## src/rtl/me_ctu_scheduler_if.sv

```systemverilog
// me_ctu_scheduler_if: frame control, PE array and writeback handshake bundle for the CTU scheduler
interface me_ctu_scheduler_if #(parameter int DIM_W = 6);
    logic             frame_start, frame_abort, pe_done, wb_ack;
    logic [DIM_W-1:0] ctu_cols, ctu_rows, ctu_x, ctu_y;
    logic             begin_prepare, wb_req, busy, frame_done, err;
    logic [11:0]      ctu_count;
    modport master (
        output frame_start, frame_abort, ctu_cols, ctu_rows, pe_done, wb_ack,
        input  begin_prepare, wb_req, ctu_x, ctu_y, ctu_count, busy, frame_done, err
    );
    modport slave (
        input  frame_start, frame_abort, ctu_cols, ctu_rows, pe_done, wb_ack,
        output begin_prepare, wb_req, ctu_x, ctu_y, ctu_count, busy, frame_done, err
    );
endinterface

```

## src/rtl/me_ctu_scheduler.sv

```systemverilog
// me_ctu_scheduler: raster-order CTU launch/search/writeback sequencer; ME_TIMEOUT_EN adds a sticky SEARCH timeout
module me_ctu_scheduler #(
    parameter int DIM_W          = 6,
    parameter int SEARCH_TIMEOUT = 4095
) (
    input logic               clk,
    input logic               rst_n,
    me_ctu_scheduler_if.slave s
);
    typedef enum logic [2:0] {IDLE, LAUNCH, SEARCH, WB, ADVANCE, DONE} state_t;
    state_t           state, nxt;
    logic [DIM_W-1:0] cols_r, rows_r;
    logic             dims_ok, start_ok, last_x, last_y, tmo;
    always_comb begin
        dims_ok  = s.ctu_cols != '0 && s.ctu_rows != '0;
        start_ok = state == IDLE && s.frame_start && !s.frame_abort && dims_ok;
        last_x   = s.ctu_x == cols_r - DIM_W'(1);
        last_y   = s.ctu_y == rows_r - DIM_W'(1);
        case (state)
            IDLE:    nxt = start_ok ? LAUNCH : IDLE;
            LAUNCH:  nxt = SEARCH;
            SEARCH:  nxt = s.pe_done ? WB : tmo ? ADVANCE : SEARCH;
            WB:      nxt = s.wb_ack ? ADVANCE : WB;
            ADVANCE: nxt = last_x && last_y ? DONE : LAUNCH;
            default: nxt = IDLE;
        endcase
        if (s.frame_abort) nxt = IDLE;
    end
    // Outputs are registered from the next state so they line up with the state they describe.
    always_ff @(posedge clk or negedge rst_n) begin
        if (!rst_n) begin
            state           <= IDLE;
            cols_r          <= '0;
            rows_r          <= '0;
            s.begin_prepare <= 1'b0;
            s.wb_req        <= 1'b0;
            s.busy          <= 1'b0;
            s.frame_done    <= 1'b0;
            s.ctu_x         <= '0;
            s.ctu_y         <= '0;
            s.ctu_count     <= '0;
        end else begin
            state           <= nxt;
            s.begin_prepare <= nxt == LAUNCH;
            s.wb_req        <= nxt == WB;
            s.busy          <= nxt != IDLE;
            s.frame_done    <= nxt == DONE ||
                               (state == IDLE && s.frame_start && !s.frame_abort && !dims_ok);
            if (start_ok) begin
                cols_r      <= s.ctu_cols;
                rows_r      <= s.ctu_rows;
                s.ctu_x     <= '0;
                s.ctu_y     <= '0;
                s.ctu_count <= '0;
            end else if (state == ADVANCE && !s.frame_abort) begin
                s.ctu_count <= s.ctu_count + 12'd1;
                if (!(last_x && last_y)) begin
                    s.ctu_x <= last_x ? '0 : s.ctu_x + DIM_W'(1);
                    s.ctu_y <= last_x ? s.ctu_y + DIM_W'(1) : s.ctu_y;
                end
            end
        end
    end
`ifdef ME_TIMEOUT_EN
    localparam int TW = $clog2(SEARCH_TIMEOUT + 1);
    logic [TW-1:0] tcnt;
    assign tmo = state == SEARCH && !s.pe_done && tcnt == TW'(SEARCH_TIMEOUT - 1);
    always_ff @(posedge clk or negedge rst_n) begin
        if (!rst_n) begin
            tcnt  <= '0;
            s.err <= 1'b0;
        end else begin
            tcnt <= state == SEARCH ? tcnt + 1'b1 : '0;
            if (start_ok) s.err <= 1'b0;
            else if (tmo && !s.frame_abort) s.err <= 1'b1;
        end
    end
`else
    assign tmo   = 1'b0;
    assign s.err = 1'b0;
`endif
endmodule
```

## src/flat_wrapper.sv

```systemverilog
// flat-port wrapper written by rule: the top's interface ports become plain ports
module me_ctu_scheduler_flat 
#(
    parameter int DIM_W          = 6,
    parameter int SEARCH_TIMEOUT = 4095
)
  (clk, rst_n, s_frame_start, s_frame_abort, s_ctu_cols, s_ctu_rows, s_pe_done, s_wb_ack, s_begin_prepare, s_wb_req, s_ctu_x, s_ctu_y, s_ctu_count, s_busy, s_frame_done, s_err);
  me_ctu_scheduler_if #(.DIM_W(DIM_W)) s_i ();
  input logic clk;
  input logic rst_n;
  input wire logic [$bits(s_i.frame_start)-1:0] s_frame_start;
  input wire logic [$bits(s_i.frame_abort)-1:0] s_frame_abort;
  input wire logic [$bits(s_i.ctu_cols)-1:0] s_ctu_cols;
  input wire logic [$bits(s_i.ctu_rows)-1:0] s_ctu_rows;
  input wire logic [$bits(s_i.pe_done)-1:0] s_pe_done;
  input wire logic [$bits(s_i.wb_ack)-1:0] s_wb_ack;
  output wire logic [$bits(s_i.begin_prepare)-1:0] s_begin_prepare;
  output wire logic [$bits(s_i.wb_req)-1:0] s_wb_req;
  output wire logic [$bits(s_i.ctu_x)-1:0] s_ctu_x;
  output wire logic [$bits(s_i.ctu_y)-1:0] s_ctu_y;
  output wire logic [$bits(s_i.ctu_count)-1:0] s_ctu_count;
  output wire logic [$bits(s_i.busy)-1:0] s_busy;
  output wire logic [$bits(s_i.frame_done)-1:0] s_frame_done;
  output wire logic [$bits(s_i.err)-1:0] s_err;
  assign s_i.frame_start = s_frame_start;
  assign s_i.frame_abort = s_frame_abort;
  assign s_i.ctu_cols = s_ctu_cols;
  assign s_i.ctu_rows = s_ctu_rows;
  assign s_i.pe_done = s_pe_done;
  assign s_i.wb_ack = s_wb_ack;
  assign s_begin_prepare = s_i.begin_prepare;
  assign s_wb_req = s_i.wb_req;
  assign s_ctu_x = s_i.ctu_x;
  assign s_ctu_y = s_i.ctu_y;
  assign s_ctu_count = s_i.ctu_count;
  assign s_busy = s_i.busy;
  assign s_frame_done = s_i.frame_done;
  assign s_err = s_i.err;
  me_ctu_scheduler #(.DIM_W(DIM_W), .SEARCH_TIMEOUT(SEARCH_TIMEOUT)) u_core (.clk(clk), .rst_n(rst_n), .s(s_i));
endmodule
```

## config.mk

```make
export PLATFORM = sky130hd
export DESIGN_NAME = me_ctu_scheduler_flat
export DESIGN_NICKNAME = d
export VERILOG_FILES = /design/src/rtl/me_ctu_scheduler_if.sv /design/src/rtl/me_ctu_scheduler.sv /design/src/flat_wrapper.sv
export SDC_FILE = /design/constraint.sdc
export NUM_CORES = 1
export LEC_CHECK = 0
export BUFFER_PORTS_ARGS = -buffer_cell sky130_fd_sc_hd__buf_2
export CORE_MARGIN = 5
export CORE_UTILIZATION = 61
export CTS_BUF_LIST = sky130_fd_sc_hd__clkbuf_4 sky130_fd_sc_hd__clkbuf_8
export DETAILED_ROUTE_END_ITERATION = 10
export PLACE_DENSITY = 0.87
export RECOVER_POWER = 100
export SYNTH_ARGS = -nofsm -noshare
export SYNTH_HDL_FRONTEND = slang
export SYNTH_SLANG_ARGS = --single-unit
export TNS_END_PERCENT = 20
```

## constraint.sdc

```tcl
create_clock -name clk -period 6.5 [get_ports clk]
set_input_delay 0.975 -clock clk [delete_from_list [all_inputs] [get_ports clk]]
set_output_delay 0.975 -clock clk [all_outputs]
set_load 0.02 [all_outputs]
```

==> metrics.yaml, run 1 <==
status: "finished with violations"
violations: "max-capacitance violations, max-slew violations"
avgRoutedWirePerCell_um: 14.2
antenna_found_initial: 0
swShare_pct: 29.7
drt_first_pass_iters: 4
htree_num_levels: 2
drc: 0
die_w_um: 72.1
clock_skew_ns: 0.00858
core_um2: 3690
peakVddDrop_mv: 0.207
clkPwrFrac_pct: 32.1
drtAntennaViolNets: 0
tightest_slew_ns: 2.19
path_class: "input port to register"
cts-root-buf: "clkbuf_8"
avgSynthCellArea_um2: 9.12
routabilityCongestion: 0.846
seq_area_frac_synth_pct: 45.7
via_per_inst: 5.64
reg2reg_from: "u_core.state[2]"
holdPathStages: 2
overflow: 0
fill_cells: 327
cts_sinks: 43
cts_resized: 0
p_leak_nw: 1.21
synthArstFlopShare_pct: 100
cts_tree: "done"
rsz0062_at_grt: "false"
r2r_cells: 6
syn_area_um2: 2350
cp.required_ns: 6.68
crit_fanout: 32
floorplan.die.height_um: 72.1
hold_ws_ns: 0.509
seqCellArea_um2: 1080
initial_core_util_pct: 63.8
portBuffers: 45
wl_mm: 5.01
worstPathArrival_ns: 3.28
rr_endpoint: "u_core.s.ctu_y[0]"
synth_edf_count: 0
post-cts-setup-buffers: 0
grt_max_degree: 44
fin_crit_ns: 3.11
multiInputGateArea_um2: 1190
cts_buffers: 5
max-clock-path-buffers: 2
die-area_um2: 5200
switchingPower_w: 0.000200
critPathLaunchType: "input port"
rows: 22
grt_pass1_wl_mm: 8.69
min_to: "u_core.cols_r[5]"
final_max_slew_viol_count: 77
hold_violations: 0
vias: 1985
internal_power_w: 0.000473
powerDensity_nw_per_um2: 253
cap_violations: 2
ys.warnings.count: 0
hp-start: "u_core.cols_r[5]"
max_clock_freq_ghz: 0.322
diodes: 0
synth-seq-cells: 43
syn-num-nets: 281
area_growth_pct: 13.2
track_usage_pct: 21.3
postSynthCellCount: 258
slew_headroom_pct: -46.1
synth_ff_type: "dfrtp_1"
final_core_util_pct: 72.2
io_pins: 47
setup_viol: 0
setup_tns_ns: 0
worstHoldPathType: "register to register"
rrSetupSlack_ns: 3.76
end_kind: "register"
pwr-share-comb_pct: 20.0
clk_latency_ns: 0.30
drive_above_1_share_pct: 9.21
p_seq_share_pct: 47.9
grt_pass1_vias: 1937
clkTransAtPathRegs_ns: 0.08
hpwl_mm: 3.68
drtIter0Drc: 230
nets: 326
fin_crit_sh_pct: 47.8
postCtsHoldBufs: 0
synth.distinct_cells: 48
[registers in the layout, summed over array words and instances, names as in the netlist]
register                cells
u_core.s.begin_prepare      1
u_core.s.frame_done         1
u_core.s.wb_req             1
u_core.cols_r               6
u_core.s.ctu_count         12
u_core.rows_r               6
u_core.s.ctu_y              6
u_core.s.busy               1
u_core.state                3
u_core.s.ctu_x              6
[critical path, cell delays in order]
cell and delay [ns]:
clkbuf_1 0.13, nor2_1 0.14, nand3_1 0.15, nor2_1 1.48, nor2_1 0.07, a22oi_1 0.23
o21ai_0 0.10
[area by class of cell]
class	instances	area share [%]
Inverter	10	1.41
Sequential cell	43	40.4
Clock buffer	6	3.10
Multi-Input combinational cell	198	44.5
Clock inverter	2	1.32
Timing Repair Buffer	45	7.00
Tap cell	48	2.25
[cells in the final DEF, fill, tap and decap left out, types with 4 or more instances in the layout]
| cell | n |
|---|---|
| nand2_1 | 43 |
| nor4_1 | 6 |
| xnor2_1 | 14 |
| clkbuf_8 | 6 |
| a21oi_1 | 8 |
| nor2_1 | 31 |
| xor2_1 | 12 |
| nand3_1 | 12 |
| or3_1 | 4 |
| inv_1 | 10 |
| buf_2 | 14 |
| dfrtp_1 | 43 |
| nand2b_1 | 4 |
| nor2b_1 | 4 |
| ha_1 | 5 |
| o21ai_0 | 10 |
| nand4_1 | 6 |
| clkbuf_1 | 31 |
[synthesized netlist by cell type, drive strengths merged (2+ instances only)]
cell | instances | area share [%]
a21o | 2 | 0.64
a21oi | 8 | 1.7
a22oi | 2 | 0.64
and3 | 3 | 0.80
buf | 3 | 1.3
clkbuf | 4 | 0.64
dfrtp | 43 | 46
ha | 5 | 2.7
inv | 10 | 1.6
mux2i | 2 | 0.85
nand2 | 43 | 7.0
nand2b | 4 | 1.1
nand3 | 12 | 2.6
nand3b | 2 | 0.64
nand4 | 6 | 1.6
nor2 | 32 | 5.2
nor2b | 4 | 1.1
nor3 | 4 | 1.3
nor4 | 6 | 1.6
o21ai | 10 | 2.1
o221ai | 2 | 0.74
o22ai | 2 | 0.53
or3 | 4 | 1.1
xnor2 | 14 | 5.2
xor2 | 12 | 4.5
[power groups by stage]
stage          sequential, W  combinational (W)  clock (W)
6_report            0.000322           0.000135   0.000216
2_1_floorplan       0.000327          0.0000947          0
3_3_place_gp        0.000325           0.000132          0
4_1_cts             0.000321           0.000139   0.000217
3_5_place_dp        0.000327           0.000137          0
5_1_grt             0.000326           0.000153   0.000234
[per-stage QoR]
stage          instances  area, µm²  setup slack, ns  total power [W]
2_1_floorplan        258       2350             4.07         0.000422
3_3_place_gp         344       2590             3.60         0.000458
3_5_place_dp         344       2590             3.56         0.000464
4_1_cts              352       2710             3.79         0.000677
5_1_grt              352       2660             3.05         0.000713
6_report             352       2660             3.39         0.000673
[metal layers]
layer	share of wire [%]	GRT usage (%)
met4	1.3	6.47
met1	42	27.9
met5	0	0
met3	5.9	6.51
met2	50	34.1
[logic make-up after synthesis]
| logic type | share of synthesized area (%) |
|---|---|
| compound gates | 10.7 |
| xor+xnor | 9.68 |
| fa+ha+maj | 2.66 |
| buf+inv | 3.51 |
| flops | 45.7 |
| mux | 1.33 |
| other cells | 0.159 |
| simple gates | 26.2 |
[worst max path at each step]
| stage | cells after the start | to | slack, ns | startpoint |
|---|---|---|---|---|
| global placement | 8 | u_core.s.ctu_x[2] | 3.60 | s_ctu_cols[1] |
| floorplan | 7 | u_core.s.ctu_x[2] | 4.07 | s_ctu_cols[1] |
| global route | 7 | u_core.s.ctu_y[0] | 3.05 | s_frame_abort |
| finish | 7 | u_core.s.ctu_y[0] | 3.39 | s_frame_abort |
| detailed placement | 8 | u_core.s.ctu_x[2] | 3.56 | s_ctu_rows[1] |
| CTS | 8 | u_core.s.ctu_x[2] | 3.79 | s_ctu_rows[1] |
Note: power is estimated with default switching activity, not from simulation.
==> run 2, diff against run 1 <==
CORE_UTILIZATION = 51   (was 61)
PLACE_DENSITY = 0.78   (was 0.87)
clock period = 2.8 ns   (was 6.5 ns; I/O delays follow)
==> run 2 against run 1 <==
  * The run still ends with max-capacitance violations, max-slew violations left
  * Combinational power increased by 130%
  * Design area increased by 0.70%
  * Worst setup slack got worse by 3.1 ns
  * Sequential cell count unchanged
  * Global-route usage decreased by 2.3 points
  * Via count increased by 0.15%
  * Critical path depth decreased by 1
  * Register-to-register slack got worse by 3.5 ns
  * Non-clock buffer count increased by 4
==> metrics.yaml, run 2 (synthesis gave the netlist of run 1 again) <==
routabilityCongestion: 0.863
grt_pass1_vias: 2010
drtAntennaViolNets: 0
overflow: 0
setup_viol: 0
area_growth_pct: 14.0
violations: "max-capacitance violations, max-slew violations"
worstHoldPathType: "input port to register"
final_max_slew_viol_count: 44
die_w_um: 77.9
holdPathStages: 3
floorplan.die.height_um: 77.9
postCtsHoldBufs: 0
cts_sinks: 43
peakVddDrop_mv: 0.319
drc: 0
io_pins: 47
crit_chain: "or3b_1 > nor4_1 > o2111a_1 > a21oi_1 > and3_1 > nor4_1"
cp.required_ns: 3.02
cts-root-buf: "clkbuf_8"
die-area_um2: 6070
post-cts-setup-buffers: 0
worstPathArrival_ns: 2.72
drive_above_1_share_pct: 11.0
cts_resized: 0
fin_crit_ns: 2.50
status: "finished with violations"
cp_num_buf_inv: 0
worst_path_max_delay_cell: "o2111a_1"
critical-path-top-delay-family: "simple AND/OR/NAND/NOR gates"
cts_buffers: 5
end_kind: "register"
largest-register: "u_core.s.ctu_count"
largest_reg_flops: 12
clkTransAtPathRegs_ns: 0.09
diodes: 0
vias: 1988
crit_path_frequent_cell: "nor4_1"
portBuffers: 45
cts_tree: "done"
setup_tns_ns: 0
max-clock-path-buffers: 2
worst_slack_ns: 0.295
nets: 330
fill_cells: 412
hpwl_mm: 3.69
path_class: "register to register"
max_clock_freq_ghz: 0.399
antenna_found_initial: 0
rows: 24
fin_crit_sh_pct: 89.5
powerDensity_nw_per_um2: 553
layout_commonest_cell: "dfrtp_1"
wl_mm: 5.08
via_per_inst: 5.52
grt_pass1_wl_mm: 9.27
initial_core_util_pct: 53.3
hold_violations: 0
clk_latency_ns: 0.31
crit_cells: 6
clock_skew_ns: 0.0162
dp_slack_ns: 0.347
tightest_slew_ns: 2.29
design_area_um2: 2680
placed_area_um2: 2630
cap_violations: 1
p_leak_nw: 1.21
rsz0062_at_grt: "false"
core_um2: 4410
layout_common_cells: "dfrtp_1, nand2_1, nor2_1, clkbuf_1, buf_2"
htree_num_levels: 2
slew_headroom_pct: -52.9
r2r_cells: 6
crit_path_max_incr_delay_ns: 0.52
drtIter0Drc: 102
crit_fanout: 11
avgRoutedWirePerCell_um: 14.1
drt_first_pass_iters: 4
track_usage_pct: 19.0
critPathLaunchType: "register"
grt_max_degree: 44
==> run 2: routing by layer <==
metal	global-route usage, %	up-vias	wire, µm
met5	0	-	0
met4	7.94	0	101
met3	5.79	10	332
met2	29.5	51	2350
met1	24.6	943	2300
li1	-	984	-
==> run 2: per-stage QoR <==
| step | total power, W | instances | utilization, % | hold WS, ns |
|---|---|---|---|---|
| after global placement | 0.00107 | 352 | 59.6 | 0.479 |
| after global routing | 0.00159 | 360 | 60.8 | 0.323 |
| final | 0.00148 | 360 | 60.8 | 0.315 |
| after CTS | 0.00150 | 360 | 61.8 | 0.292 |
| after floorplan | 0.000980 | 258 | - | 0.124 |
| after detailed placement | 0.00108 | 352 | 59.6 | 0.492 |
==> run 2: power by group <==
part           leakage (nW)  internal, W  switching [W]
Clock                0.0474     0.000201       0.000222
Combinational         0.589     0.000138       0.000176
Sequential            0.577     0.000674      0.0000733
Total                  1.21      0.00101       0.000472
==> run 2: worst paths after layout <==
path / endpoint / from / slack (ns)
worst min-delay path: u_core.rows_r[5] / s_ctu_rows[5] / 0.31
max in group asynchronous: u_core.s.ctu_x[0] / rst_n / 0.69
min in group asynchronous: u_core.s.ctu_y[5] / rst_n / 0.79
worst max-delay path: u_core.s.ctu_x[2] / u_core.state[1] / 0.30
worst max register to register: u_core.s.ctu_x[2] / u_core.state[1] / 0.30
worst min register to register: u_core.rows_r[5] / u_core.rows_r[5] / 0.51
==> run 2: final cells by class <==
cell class | count | area, µm² | share of cell area, %
sequential | 43 | 1080 | 40.1
inverter | 10 | 37.5 | 1.40
clock inverter | 2 | 16.3 | 0.606
timing repair buffer | 49 | 211 | 7.88
tap | 52 | 65.1 | 2.43
clock buffer | 6 | 82.6 | 3.08
multi-input combinational | 198 | 1190 | 44.5
==> run 2: tightest hold or removal path, cell delays in order <==
cell and delay, ns:
buf_2 0.08, nand2_1 0.04, nand2_1 0.04
